`src/rtl/instr_encode_loader.sv`:
```
// Instruction encoder / program loader.
// Accepts decoded instruction fields over a valid/ready handshake, encodes each
// one into a MIPS-style 32-bit word, and writes the words to consecutive
// instruction-memory addresses starting at BASE_ADDR.
module instr_encode_loader #(
  parameter logic [31:0] BASE_ADDR = 32'd0,
  parameter int unsigned DEPTH     = 128
) (
  input  logic        clk_i,
  input  logic        rst_i,
  input  logic        start_i,
  input  logic        valid_i,
  output logic        ready_o,
  input  logic [2:0]  kind_i,
  input  logic [4:0]  rs_i,
  input  logic [4:0]  rt_i,
  input  logic [4:0]  rd_i,
  input  logic [4:0]  shamt_i,
  input  logic [5:0]  funct_i,
  input  logic [15:0] imm_i,
  input  logic [25:0] target_i,
  input  logic        last_i,
  output logic        mem_we_o,
  output logic [31:0] mem_addr_o,
  output logic [31:0] mem_wdata_o,
  output logic [7:0]  count_o,
  output logic        busy_o,
  output logic        done_o,
  output logic        err_o
);

  typedef enum logic [1:0] {
    S_IDLE,
    S_LOAD,
    S_WRITE,
    S_DONE
  } state_t;

  state_t      state_q;
  logic [31:0] ptr_q;
  logic        we_q;
  logic [31:0] addr_q;
  logic [31:0] wdata_q;
  logic [7:0]  count_q;
  logic        ready_q;
  logic        busy_q;
  logic        done_q;
  logic        err_q;
  logic        last_q;

  logic [31:0] word_d;
  logic        legal_d;
  logic        full_d;

  // Encode the presented fields into an instruction word; kind 7 is illegal.
  always_comb begin
    word_d  = '0;
    legal_d = 1'b1;
    case (kind_i)
      3'd0:    word_d = {6'd0,  rs_i, rt_i, rd_i, shamt_i, funct_i};
      3'd1:    word_d = {6'd8,  rs_i, rt_i, imm_i};
      3'd2:    word_d = {6'd10, rs_i, rt_i, imm_i};
      3'd3:    word_d = {6'd4,  rs_i, rt_i, imm_i};
      3'd4:    word_d = {6'd35, rs_i, rt_i, imm_i};
      3'd5:    word_d = {6'd43, rs_i, rt_i, imm_i};
      3'd6:    word_d = {6'd2,  target_i};
      default: legal_d = 1'b0;
    endcase
  end

  // Program buffer is full once DEPTH words have been written.
  always_comb begin
    full_d = (32'(count_q) >= DEPTH);
  end

  // Load-control FSM; every output is a register updated alongside the state.
  // A full buffer takes priority over an illegal kind so the load always ends.
  always_ff @(posedge clk_i or negedge rst_i) begin
    if (!rst_i) begin
      state_q <= S_IDLE;
      ptr_q   <= BASE_ADDR;
      we_q    <= 1'b0;
      addr_q  <= BASE_ADDR;
      wdata_q <= '0;
      count_q <= '0;
      ready_q <= 1'b0;
      busy_q  <= 1'b0;
      done_q  <= 1'b0;
      err_q   <= 1'b0;
      last_q  <= 1'b0;
    end else begin
      case (state_q)
        S_IDLE, S_DONE: begin
          if (start_i) begin
            state_q <= S_LOAD;
            ptr_q   <= BASE_ADDR;
            count_q <= '0;
            err_q   <= 1'b0;
            ready_q <= 1'b1;
            busy_q  <= 1'b1;
            done_q  <= 1'b0;
          end
        end
        S_LOAD: begin
          if (valid_i) begin
            if (full_d) begin
              err_q   <= 1'b1;
              state_q <= S_DONE;
              ready_q <= 1'b0;
              busy_q  <= 1'b0;
              done_q  <= 1'b1;
            end else if (!legal_d) begin
              err_q <= 1'b1;
              if (last_i) begin
                state_q <= S_DONE;
                ready_q <= 1'b0;
                busy_q  <= 1'b0;
                done_q  <= 1'b1;
              end
            end else begin
              addr_q  <= ptr_q;
              wdata_q <= word_d;
              we_q    <= 1'b1;
              last_q  <= last_i;
              ready_q <= 1'b0;
              state_q <= S_WRITE;
            end
          end
        end
        S_WRITE: begin
          we_q    <= 1'b0;
          count_q <= count_q + 8'd1;
          ptr_q   <= ptr_q + 32'd4;
          if (last_q) begin
            state_q <= S_DONE;
            busy_q  <= 1'b0;
            done_q  <= 1'b1;
          end else begin
            state_q <= S_LOAD;
            ready_q <= 1'b1;
          end
        end
        default: state_q <= S_IDLE;
      endcase
    end
  end

  assign ready_o     = ready_q;
  assign mem_we_o    = we_q;
  assign mem_addr_o  = addr_q;
  assign mem_wdata_o = wdata_q;
  assign count_o     = count_q;
  assign busy_o      = busy_q;
  assign done_o      = done_q;
  assign err_o       = err_q;

endmodule
```
`config.mk`:
```
export PLATFORM = sky130hd
export DESIGN_NAME = instr_encode_loader
export DESIGN_NICKNAME = d
export VERILOG_FILES = /design/src/rtl/instr_encode_loader.sv
export SDC_FILE = /design/constraint.sdc
export NUM_CORES = 1
export LEC_CHECK = 0
export ABC_AREA = 1
export CAP_MARGIN = 15
export CORE_MARGIN = 1.5
export CORE_UTILIZATION = 52
export DETAILED_ROUTE_END_ITERATION = 6
export HOLD_SLACK_MARGIN = 0.03
export PLACE_DENSITY_LB_ADDON = 0.15
export SYNTH_ARGS = -nofsm -noshare
export SYNTH_HDL_FRONTEND = slang
export SYNTH_SLANG_ARGS = --single-unit
```
`constraint.sdc`:
```
create_clock -name clk_i -period 3.2 [get_ports clk_i]
set_input_delay 0.48 -clock clk_i [delete_from_list [all_inputs] [get_ports clk_i]]
set_output_delay 0.48 -clock clk_i [all_outputs]
set_load 0.05 [all_outputs]
```
==> metrics, run 1 <==
status=finished, final reports clean; final slew viol count=0; WL/cell=14.15 µm; I/O Pins=153; Worst-Margin Slew=0.6994 ns; Comb power frac=0.493; Total Power=5.036 mW; most frequent cell after synthesis=nand2_1; full die area=10970 µm²; Seq/Total Area, Yosys=0.4929; Syn Inst Count=731; Yosys top cell area share=0.4929; RSZ-0062 raised after global routing=false; Reg-to-Reg Start=state_q[0]; Post-synth EDFFs=0; YS warnings=0; Synth Area per Inst=7.362 µm²; die height=104.7 µm; CP Capture Type=register; FF+latch count, synth=106; die width=104.7 µm; # hold bufs at CTS=0; worst-path fanout max=21; Worst VDD drop=0.4107 mV; PD cells=705.9 nW/µm²; root cell of the clock tree=clkbuf_8; final setup TNS=0 ns; initial antenna violation count=0; asr flop ratio synth=1.000; Worst Hold Class=primary input to async pin; placed instance count=993; top cells by count, synth=296 x nand2_1, 106 x dfrtp_1, 78 x nor2_1; Max Clock Freq=410.5 MHz; CTS Sinks=106; Vias=5212; Initial Util=0.5431; Final min period=2.436 ns; DRT antenna net count=0; clock-pin slew on the worst setup and hold paths=0.10 ns; top cells by area, synth=dfrtp_1 49%, nand2_1 21%, nand3_1 6.0%, nor2_1 5.4%, inv_1 4.3%; global placement routability congestion=0.9533; Slew Limit Headroom=0.5337; Num CTS Buffers=9; gr ovfl total=0; CP Class=register to register; Max clock buf depth=2; worst hold margin=0.1354 ns; htree depth=3; non-filler instance count after layout=1009; worst r2r dst=ptr_q[22]; Sw Share=0.4620; Internal Power=2.709 mW; Total Wirelength=14280 µm; share of cells above drive strength 1=0.03653; clock share of power=0.157; r2r setup slk=0.76 ns; Sequential Power Share=0.350; endpoints failing setup=0; fill count=836; FF-to-FF path depth=10; switching component of the power=2.327 mW; total of max-cap violations=0; CTS tree=yes; DRT Pass-1 Iters=6; vias in the first global route=4960; Antenna Cells=0; Arrival @ worst endpoint=2.71 ns; num rows=36; largest net degree at the start of global routing=67; leading area contributor after synthesis=dfrtp_1; Yosys cell types=30; CP Data Required Time=3.47 ns; worst-skew pair later-pin latency=0.37 ns; Post-Syn Area=5381 µm²; Hold Violations, Final=0; PostCTS Resize Cnt=0; fin util=0.7198; # port buffers=149; Initial DRC Count=411; Core Area=9910 µm²; LEAKAGE=3.434 nW; drt drc=0; gr usage total=0.2673; Post-CTS Setup Inserts=0; post-DR vias/cell=5.166; crit start category=register; synthesis-to-finish area growth=32.55%; prevailing post-synth register cell=dfrtp_1; Final nets=952; first-pass GRT wire length=23660 µm; clock skew=0.01054 ns; period utilization=0.7613; post-DP HPWL=10500 µm
## stage by stage
stage,cell area (µm²),setup slack [ns]
2_1_floorplan,5389,1.549
3_5_place_dp,6944,0.7245
3_3_place_gp,6944,0.8016
6_report,7133,0.7638
5_1_grt,7133,0.6001
4_1_cts,7133,0.8050
## how the worst max path moves through the flow
stage / start / slack [ns] / to
after global routing: state_q[0] / 0.60 / ptr_q[22]
final: state_q[0] / 0.76 / ptr_q[22]
after detailed placement: start_i / 0.72 / ptr_q[22]
after CTS: state_q[0] / 0.81 / ptr_q[22]
after floorplan: state_q[0] / 1.55 / ptr_q[8]
after global placement: start_i / 0.80 / ptr_q[16]
## sequential cells by signal, summed over array words and instances (netlist names)
| signal | count |
|---|---|
| mem_addr_o | 30 |
| last_q | 1 |
| ready_o | 1 |
| done_o | 1 |
| mem_wdata_o | 30 |
| busy_o | 1 |
| ptr_q | 30 |
| state_q | 2 |
| mem_we_o | 1 |
| err_o | 1 |
| count_o | 8 |
## logic make-up (layout without fill, tap and decap cells)
logic type | after synthesis | count (layout) | synth area share
AND/OR/NAND/NOR | 456 | 456 | 0.3464
flip-flops | 106 | 106 | 0.4929
buffers and inverters | 91 | 234 | 0.07556
AO/OA/AOI/OAI | 72 | 72 | 0.07277
adder cells (fa/ha/maj) | 5 | 5 | 0.01163
other | 1 | 3 | 0.0006968
## critical path, cell delays in order (launching register included)
cell	delay, ns
dfrtp_1	0.36
inv_1	0.05
ha_1	0.35
inv_1	0.13
nand2_1	0.06
nand2_1	0.52
nand3_1	0.27
nor2_1	0.33
nand3_1	0.13
nand2_1	0.08
nor2_1	0.04
## layout make-up
type                            count  area [µm²]  share of cell area
Sequential cell                   106        2653              0.3719
Multi-Input combinational cell    536        2330              0.3266
Timing Repair Buffer              155        1559              0.2186
Inverter                           63       236.5             0.03315
Tap cell                          133       166.4             0.02333
Clock buffer                       10       137.6             0.01929
Clock inverter                      6       51.30            0.007192
## metal layers
metal / global-route usage / wire [µm] / part of all wire / up-vias
met5: 0 / 0 / 0 / -
met3: 0.05053 / 987 / 0.069 / 25
met2: 0.4318 / 6582 / 0.46 / 191
met1: 0.3511 / 6349 / 0.44 / 2432
li1: - / - / - / 2564
met4: 0.1184 / 359 / 0.025 / 0
## power groups by stage
stage	clock network (mW)	logic, mW	registers, mW
after global placement	0	2.44	1.77
after global routing	0.853	2.64	1.80
after CTS	0.803	2.49	1.76
final	0.789	2.48	1.76
after detailed placement	0	2.48	1.79
after floorplan	0	0.824	2.61
## placed cells by master, fill, tap and decap left out, types with 4 or more instances in the layout
master | Yosys | layout
nand2_1 | 296 | 296
nand4_1 | 4 | 4
clkdlybuf4s50_1 | 0 | 148
a21oi_1 | 26 | 26
o21a_1 | 10 | 10
nor2_1 | 78 | 78
inv_1 | 61 | 61
ha_1 | 5 | 5
nand3_1 | 65 | 65
o21ai_0 | 30 | 30
nor3_1 | 5 | 5
clkbuf_8 | 0 | 10
buf_4 | 6 | 5
dfrtp_1 | 106 | 106
clkinv_4 | 0 | 4
Note: power is estimated with default switching activity, not from simulation.
==> run 2, diff against run 1 <==
CORE_UTILIZATION = 48   (was 52)
clock period = 2.5 ns   (was 3.2 ns; I/O delays follow)
==> run 2 against run 1 <==
  * Total power increased by 28%
  * Non-clock buffer count is 6 higher
  * Cell count is 1.2% higher
  * Sequential power rose by 28%
  * Clock-buffer cell count increased by 3
  * Combinational power is 30% higher
  * Wire length decreased by 0.27%
==> metrics, run 2 (synthesized netlist as in run 1, its figures left out) <==
fin util=0.6585 (-0.06135); Post-CTS Setup Inserts=0 (unchanged); period utilization=0.8750 (+0.1137); gr usage total=0.2479 (-0.01932); CTS tree=yes; I/O Pins=153 (unchanged); initial antenna violation count=0 (unchanged); share of cells above drive strength 1=0.03973 (+0.003198); full die area=11860 µm² (+8.1%); Reg-to-Reg Start=state_q[0]; worst r2r dst=ptr_q[20]; Vias=5207 (-0.096%); post-DP HPWL=10690 µm (+1.8%); Initial Util=0.4943 (-0.04880); final setup TNS=0 ns (unchanged); non-filler instance count after layout=1021 (+1.2%); critical-path cell list=inv_1, ha_1, inv_1, nand2_1, nand2_1, nand2_1, buf_4, nand2_1, nor2_1; Final min period=2.187 ns (-0.2488 ns); Slowest cell on crit path=dfrtp_1; status=finished, final reports clean; CTS Sinks=106 (unchanged); endpoints failing setup=0 (unchanged); Critical Path Sink=ptr_q[20]; clock-pin slew on the worst setup and hold paths=0.10 ns (about the same); Num CTS Buffers=9 (unchanged); Final nets=958 (+0.63%); die height=108.9 µm (+4.0%); fill count=949 (+14%); most common cell after layout, fill and taps aside=nand2_1; gr ovfl total=0 (unchanged); Core Area=10890 µm² (+9.9%); num rows=38 (+5.6%); Hold Violations, Final=0 (unchanged); first-pass GRT wire length=23090 µm (-2.4%); largest net degree at the start of global routing=67 (unchanged); DRT Pass-1 Iters=5 (-1); CP Capture Type=register; Initial DRC Count=319 (-22%); Worst Hold Class=primary input to async pin; critical path launch point=state_q[0]; placed instance count=1006 (+1.3%); crit start category=register; clock skew=0.006951 ns (-0.003592 ns); # port buffers=149 (unchanged); Max clock buf depth=2 (unchanged); CP Data Required Time=2.77 ns (-0.70 ns); # hold bufs at CTS=0 (unchanged); FF-to-FF path depth=9 (-1); Total Wirelength=14240 µm (-0.27%); PostCTS Resize Cnt=0 (unchanged); Arrival @ worst endpoint=2.45 ns (-0.26 ns); Antenna Cells=0 (unchanged); Slew Limit Headroom=0.5444 (+0.01065); drt drc=0 (unchanged); die width=108.9 µm (+4.0%); worst-skew pair later-pin latency=0.37 ns (about the same); LEAKAGE=3.451 nW (+0.48%); worst-path fanout max=13 (-38%); htree depth=3 (unchanged); Max Clock Freq=457.2 MHz (+11%); Worst VDD drop=0.6559 mV (+60%); r2r setup slk=0.31 ns (-0.45 ns); root cell of the clock tree=clkbuf_8; PD cells=899.9 nW/µm² (+27%); vias in the first global route=4919 (-0.83%); commonest cells after routing, fill and taps aside=296 x nand2_1, 148 x clkdlybuf4s50_1, 106 x dfrtp_1; global placement routability congestion=0.9421 (-1.2%); CP Class=register to register; Worst path max stage delay=0.36 ns (-0.16 ns); synthesis-to-finish area growth=33.22%; DRT antenna net count=0 (unchanged); post-DR vias/cell=5.100 (-1.3%); total of max-cap violations=0 (unchanged); final slew viol count=0 (unchanged); WL/cell=13.95 µm (-1.4%); Worst-Margin Slew=0.6834 ns (-0.01597 ns); RSZ-0062 raised after global routing=false; cell mode on critical path=nand2_1
## run 2: metrics by stage
| stage | total power, mW | cell area, µm² | setup WS, ns | hold slack, ns |
|---|---|---|---|---|
| after floorplan | 4.395 | 5389 | 0.8492 | 0.07941 |
| after global placement | 5.447 | 6998 | 0.4225 | 0.4444 |
| after detailed placement | 5.524 | 6998 | 0.3551 | 0.4557 |
| after CTS | 6.493 | 7169 | 0.3342 | 0.05521 |
| after global routing | 6.807 | 7169 | 0.1675 | 0.08426 |
| final | 6.452 | 7169 | 0.3126 | 0.03753 |
## run 2: area by class of cell
class                   instances  area [µm²]  share of cell area
well taps                     140       175.2             0.02443
repair buffers                161        1604              0.2237
clock buffers                  13       158.9             0.02216
flip-flops and latches        106        2653              0.3700
clock inverters                 2       12.51            0.001745
multi-input cells             536        2330              0.3250
inverters                      63       236.5             0.03298
## run 2: worst min path at each step
stage	to	slack (ns)	cells after the start
floorplan	busy_o	0.08	0
global placement	mem_wdata_o[24]	0.44	1
detailed placement	mem_wdata_o[23]	0.46	1
CTS	mem_wdata_o[23]	0.06	1
global route	mem_wdata_o[23]	0.08	1
finish	mem_wdata_o[23]	0.04	1
## run 2: critical path: cells and delay by family (launching register included)
| family | cells | cell delay, ns |
|---|---|---|
| fa+ha+maj | 1 | 0.36 |
| buf+inv | 3 | 0.52 |
| flops | 1 | 0.36 |
| simple gates | 5 | 0.86 |
## run 2: metal layers
layer | wire [µm] | global-route usage | up-vias
li1 | - | - | 2578
met1 | 6043 | 0.3063 | 2408
met2 | 6709 | 0.4210 | 192
met3 | 1128 | 0.05021 | 29
met4 | 357 | 0.1053 | 0
met5 | 0 | 0 | -
## run 2: report_power, final
part	switching, mW	internal, mW	leakage, nW
Combinational	2.17	1.05	1.95
Clock	0.567	0.412	0.0855
Sequential	0.193	2.05	1.41
Total	2.93	3.52	3.45
